<file path="src/rtl/mem_arbiter_rr.sv">
// Round-robin arbiter merging the CPU instruction and data ports onto one
// memory port. Each port may hold one pending request. Transactions are issued
// one at a time, and a watchdog completes a transaction that never receives
// memory_ready.
module mem_arbiter_rr #(
  parameter int TIMEOUT_CYCLES = 255
) (
  input  logic        clock,
  input  logic        reset,
  input  logic        imemory_valid,
  input  logic        imemory_instr,
  input  logic [31:0] imemory_addr,
  input  logic [31:0] imemory_wdata,
  input  logic [3:0]  imemory_wstrb,
  output logic [31:0] imemory_rdata,
  output logic        imemory_ready,
  input  logic        dmemory_valid,
  input  logic        dmemory_instr,
  input  logic [31:0] dmemory_addr,
  input  logic [31:0] dmemory_wdata,
  input  logic [3:0]  dmemory_wstrb,
  output logic [31:0] dmemory_rdata,
  output logic        dmemory_ready,
  output logic        memory_valid,
  output logic        memory_instr,
  output logic [31:0] memory_addr,
  output logic [31:0] memory_wdata,
  output logic [3:0]  memory_wstrb,
  input  logic [31:0] memory_rdata,
  input  logic        memory_ready,
  output logic        bus_error
);

  // Counter is at least one bit wide so that a disabled watchdog still elaborates.
  localparam int CW = (TIMEOUT_CYCLES > 0) ? $clog2(TIMEOUT_CYCLES + 1) : 1;
  localparam logic          TO_EN   = 1'(TIMEOUT_CYCLES > 0);
  localparam logic [CW-1:0] TO_LAST = CW'((TIMEOUT_CYCLES > 0) ? TIMEOUT_CYCLES - 1 : 0);
  localparam logic [CW-1:0] CNT_MAX = CW'(TIMEOUT_CYCLES);

  typedef struct packed {
    logic        instr;
    logic [31:0] addr;
    logic [31:0] wdata;
    logic [3:0]  wstrb;
  } req_t;

  typedef enum logic {ST_IDLE = 1'b0, ST_WAIT = 1'b1} state_t;

  // Port select encoding: 0 = instruction port, 1 = data port.
  state_t        r_state;
  state_t        w_state_nxt;
  logic          r_pend_i, r_pend_d;
  req_t          r_buf_i, r_buf_d;
  logic          r_grant;
  logic          r_last;
  logic [CW-1:0] r_cnt;
  logic          r_mem_valid;
  req_t          r_mem;
  logic          r_to_pulse;
  logic          r_to_port;

  logic w_cand_i, w_cand_d, w_issue, w_gnt, w_done, w_timeout;
  logic w_clr_i, w_clr_d, w_pass_i, w_pass_d;
  req_t w_in_i, w_in_d, w_req_i, w_req_d, w_gnt_req;

  // A port that is already pending keeps its latched request; otherwise the
  // request seen on the inputs this cycle is a candidate too.
  assign w_in_i   = {imemory_instr, imemory_addr, imemory_wdata, imemory_wstrb};
  assign w_in_d   = {dmemory_instr, dmemory_addr, dmemory_wdata, dmemory_wstrb};
  assign w_cand_i = r_pend_i | imemory_valid;
  assign w_cand_d = r_pend_d | dmemory_valid;
  assign w_req_i  = r_pend_i ? r_buf_i : w_in_i;
  assign w_req_d  = r_pend_d ? r_buf_d : w_in_d;
  assign w_gnt_req = w_gnt ? w_req_d : w_req_i;

  // Next-state logic: grant selection in IDLE, completion or watchdog in WAIT.
  always_comb begin
    w_state_nxt = r_state;
    w_issue     = 1'b0;
    w_gnt       = r_grant;
    w_done      = 1'b0;
    w_timeout   = 1'b0;
    case (r_state)
      ST_IDLE: begin
        if (w_cand_i || w_cand_d) begin
          w_issue     = 1'b1;
          w_gnt       = (w_cand_i && w_cand_d) ? ~r_last : w_cand_d;
          w_state_nxt = ST_WAIT;
        end else begin
          w_state_nxt = ST_IDLE;
        end
      end
      ST_WAIT: begin
        if (memory_ready) begin
          w_done      = 1'b1;
          w_state_nxt = ST_IDLE;
        end else if (TO_EN && (r_cnt == TO_LAST)) begin
          w_timeout   = 1'b1;
          w_state_nxt = ST_IDLE;
        end else begin
          w_state_nxt = ST_WAIT;
        end
      end
      default: begin
        w_state_nxt = ST_IDLE;
      end
    endcase
  end

  assign w_clr_i = (w_done | w_timeout) & ~r_grant;
  assign w_clr_d = (w_done | w_timeout) &  r_grant;

  // State, grant bookkeeping, watchdog counter and the issued request registers.
  always_ff @(posedge clock or posedge reset) begin
    if (reset) begin
      r_state     <= ST_IDLE;
      r_grant     <= 1'b0;
      r_last      <= 1'b0;
      r_cnt       <= '0;
      r_mem_valid <= 1'b0;
      r_mem       <= '0;
      r_to_pulse  <= 1'b0;
      r_to_port   <= 1'b0;
    end else begin
      r_state     <= w_state_nxt;
      r_mem_valid <= w_issue;
      r_to_pulse  <= w_timeout;
      r_to_port   <= r_grant;
      if (w_issue) begin
        r_grant <= w_gnt;
        r_last  <= w_gnt;
        r_mem   <= w_gnt_req;
        r_cnt   <= '0;
      end else if ((r_state == ST_WAIT) && !memory_ready && (r_cnt != CNT_MAX)) begin
        r_cnt <= r_cnt + CW'(1);
      end
    end
  end

  // Pending buffers: first request wins, but a set on the clearing edge is kept.
  always_ff @(posedge clock or posedge reset) begin
    if (reset) begin
      r_pend_i <= 1'b0;
      r_pend_d <= 1'b0;
      r_buf_i  <= '0;
      r_buf_d  <= '0;
    end else begin
      if (imemory_valid && (!r_pend_i || w_clr_i)) begin
        r_pend_i <= 1'b1;
        r_buf_i  <= w_in_i;
      end else if (w_clr_i) begin
        r_pend_i <= 1'b0;
      end
      if (dmemory_valid && (!r_pend_d || w_clr_d)) begin
        r_pend_d <= 1'b1;
        r_buf_d  <= w_in_d;
      end else if (w_clr_d) begin
        r_pend_d <= 1'b0;
      end
    end
  end

  // Normal responses pass straight through; forced completions come from registers.
  assign w_pass_i = (r_state == ST_WAIT) & memory_ready & ~r_grant;
  assign w_pass_d = (r_state == ST_WAIT) & memory_ready &  r_grant;

  assign imemory_ready = w_pass_i | (r_to_pulse & ~r_to_port);
  assign dmemory_ready = w_pass_d | (r_to_pulse &  r_to_port);
  assign imemory_rdata = w_pass_i ? memory_rdata : 32'h0000_0000;
  assign dmemory_rdata = w_pass_d ? memory_rdata : 32'h0000_0000;
  assign bus_error     = r_to_pulse;

  assign memory_valid = r_mem_valid;
  assign memory_instr = r_mem.instr;
  assign memory_addr  = r_mem.addr;
  assign memory_wdata = r_mem.wdata;
  assign memory_wstrb = r_mem.wstrb;

endmodule

</file>
<file path="config.mk">
export PLATFORM = sky130hd
export DESIGN_NAME = mem_arbiter_rr
export DESIGN_NICKNAME = d
export VERILOG_FILES = /design/src/rtl/mem_arbiter_rr.sv
export SDC_FILE = /design/constraint.sdc
export NUM_CORES = 1
export LEC_CHECK = 0
export BUFFER_PORTS_ARGS = -buffer_cell sky130_fd_sc_hd__clkbuf_2
export CAP_MARGIN = 20
export CORE_MARGIN = 2
export CORE_UTILIZATION = 57
export CTS_CLUSTER_SIZE = 12
export DETAILED_ROUTE_END_ITERATION = 8
export HOLD_SLACK_MARGIN = 0.08
export PLACE_DENSITY = 0.87
export SYNTH_ARGS = -nofsm -noshare
export SYNTH_HDL_FRONTEND = slang
export SYNTH_SLANG_ARGS = --single-unit
</file>
<file path="constraint.sdc">
create_clock -name clock -period 12.5 [get_ports clock]
set_clock_uncertainty 0.1 [all_clocks]
set_input_delay 1.875 -clock clock [delete_from_list [all_inputs] [get_ports clock]]
set_output_delay 1.875 -clock clock [all_outputs]
set_load 0.005 [all_outputs]
</file>
==> impl_results.md <==
* Max transition margin at 0.281
* Power per cell area at 256 mW/mm²
* Vias in the first global route at 8,235
* # rows at 50
* Via count at 8,268
* Post-route setup slack at 7.39 ns
* PostCTS Resize Cnt at 0
* # H-tree levels at 1
* Critical path data required time at 10.52 ns
* RD Place Congestion at 0.820
* Simple-gate area share of the yosys netlist at 0.0771
* First-pass GRT wire length at 44.7 mm
* Pleak at 7.15 nW
* Largest net degree at the start of global routing at 154
* Vias per std cell at 5.77
* Crit-path max cell delay at 0.74 ns
* Stages on worst setup path at 4
* VDD IR-drop max at 0.166 mV
* Clock Root Buffer: clkbuf_16
* Share of synthesized registers carrying an async set or reset at 1.00
* CTS tree: yes
* Status: finished, final reports clean
* Worst reg-to-reg path cell count at 7
* Synth warn at 0
* Met3 routed WL at 1.73 mm
* CTS Hold Bufs at 0
* Ratio of cells with drive above 1 in the final layout at 0.410
* CP Capture Type: primary output
* Nets at 1,361
* Max-Cap Viols at 0
* Main flop type after synthesis: dfrtp_1
* Setup_tns at 0 ns
* Syn_area_per_cell at 12.0 µm²
* Final Slew Violations at 0
* Least-Margin Pin Slew at 1.08 ns
* Die area at 0.0202 mm²
* IO Port Bufs at 311
* Area delta synth->final at 22.6%
* HPWL after DPL at 18.7 mm
* Design area at 0.0133 mm²
* Compound-gate portion of the synthesized area at 0.107
* RSZ-0062 raised after global routing: no
* Drt drc at 0
* Detailed-route wire length per cell at 20.1 µm
* Placed cell area at 0.0125 mm²
* ANT nets after route at 0
* FMAX at 196 MHz
* Finish-stage setup viols at 0
* Adder-cell share of the synthesized area at 0.00231
* Post-synthesis sequential area ratio at 0.512
* Met1 wire length at 11.4 mm
* Violation count after the first detailed-route iteration at 444
* Fin. Hold Viols at 0
* Post-synthesis mux area share at 0.271
* Clk_lat worst skew at 0.51 ns
* Initial core utilization at 0.580
* Metal2 WL at 14.2 mm
* Register bit total from synthesis at 222
* Period utilisation layout at 0.409
* Final min period at 5.11 ns
* Top delay family on crit path: simple AND/OR/NAND/NOR gates
* Final wirelength at 28.8 mm
* Pre-CTS setup slack at 7.42 ns
* Synth unique cells at 46
* Post-CTS setup buffers at 0
* XOR/XNOR share of the synthesized area at 0.00161
* Critical Path, Cell by Cell: clkbuf_2 > and3b_1 > and2_1 > clkbuf_2
* Synth Instances at 905
* Startpoint types: input port
* CP arrival at 3.14 ns
* Critical Setup Path Class: in -> out
* Flop-to-flop setup slack at 8.93 ns
* Syn Nets at 1,082
* Critical path's slowest cell: and3b_1
* Core region area at 0.0187 mm²
* Highest routed layer: met4
* Hold crit path type: reg -> reg
* # clock sinks at 222
* Most common cell on crit path: clkbuf_2
* GRT overflow at 0
* Num CTS Buffers at 24
* Main combinational cell family by area after synthesis: multiplexers
* Chip height at 142 µm
* Worst-path maximum fanout at 34
* Synthesized area at 0.0109 mm²
* Ports at 312
* GRT Overall Usage at 0.282
* Initial antenna violation count at 3
* EDFF count, synth at 0
* Hold Crit Depth at 1
* CTS max path bufs at 3
* DR pass1 iterations at 4
* Clock slew at reported path FFs at 0.06 ns
* Die width at 142 µm
* Hold Worst Slack at 0.385 ns
* PnR Total Power at 3.41 mW
* Crit path buffers/inverters at 2
stage by stage:
step	instances	utilization
4_1_cts	1430	0.710
6_report	1434	0.711
3_3_place_gp	1390	0.669
2_1_floorplan	905	-
3_5_place_dp	1391	0.670
5_1_grt	1434	0.711
cells in the mapped netlist (all sizes together) (2+ instances only):
master	number	area (µm²)
a21oi	71	355
o21ai	3	15.0
clkbuf	37	139
dfrtp	222	5560
and2	64	400
a31oi	2	12.5
nand2b	3	18.8
xnor2	2	17.5
mux2i	138	1380
buf	31	155
a22o	69	604
a211oi	3	22.5
a21o	3	22.5
nand2	74	278
ha	2	25.0
nor3	3	15.0
mux2	138	1550
nor2	10	40.0
inv	7	26.3
nand3	2	10.0
a41oi	4	42.6
report_power, final:
part / switching [mW] / internal [mW] / total (mW)
registers: 0.228 / 1.08 / 1.31
logic: 0.707 / 0.716 / 1.42
clock network: 0.276 / 0.398 / 0.674
placed cells by master, fill, tap and decap left out, types with 5 or more instances in the layout:
master     count
clkbuf_16     25
clkbuf_1       8
a21oi_1       71
nor2_1         9
mux2_1        10
mux2i_1      138
nand2_1       74
buf_4          8
clkbuf_2     311
mux2_2       128
inv_1          5
and2_1        64
a22o_1        69
dfrtp_1      220
clkbuf_8       6
registers in the layout (all words and copies together) (netlist names):
name          count
bus_error         1
memory_wdata     32
memory_instr      1
r_buf_i          69
memory_valid      1
r_last            1
r_to_port         1
r_state           1
r_cnt             8
r_buf_d          69
r_pend_d          1
memory_addr      32
memory_wstrb      4
r_pend_i          1
per-layer routing:
layer  up-vias  global-route usage
met2       311               0.477
met3        77              0.0538
li1       3809                   -
met4         0               0.149
met1      4071               0.346
met5         -                   0
cells by family (layout without fill, tap and decap cells):
family          count (synthesis)  in the layout
fa+ha+maj                       2              2
mux                           276            276
other cells                     0              3
flops                         222            222
xor+xnor                        2              2
buf+inv                        76            368
compound gates                162            162
simple gates                  165            165
layout make-up:
| class | count | area (µm²) |
|---|---|---|
| inverter | 8 | 37.5 |
| tap | 234 | 293 |
| sequential | 222 | 5560 |
| multi-input combinational | 607 | 5000 |
| fill | 1323 | 5400 |
| clock buffer | 39 | 738 |
| timing repair buffer | 321 | 1670 |
| antenna | 3 | 7.51 |
path summary, 6_finish.rpt:
path / from / end
min reg2reg: r_buf_i[6] / r_buf_i[6]
min in group asynchronous: reset / r_buf_i[31]
max reg2reg: r_pend_i / memory_wdata[12]
max: memory_ready / imemory_rdata[26]
min: r_buf_i[6] / r_buf_i[6]
max in group asynchronous: reset / memory_addr[24]
No activity file was read; power rests on OpenSTA's default activity.
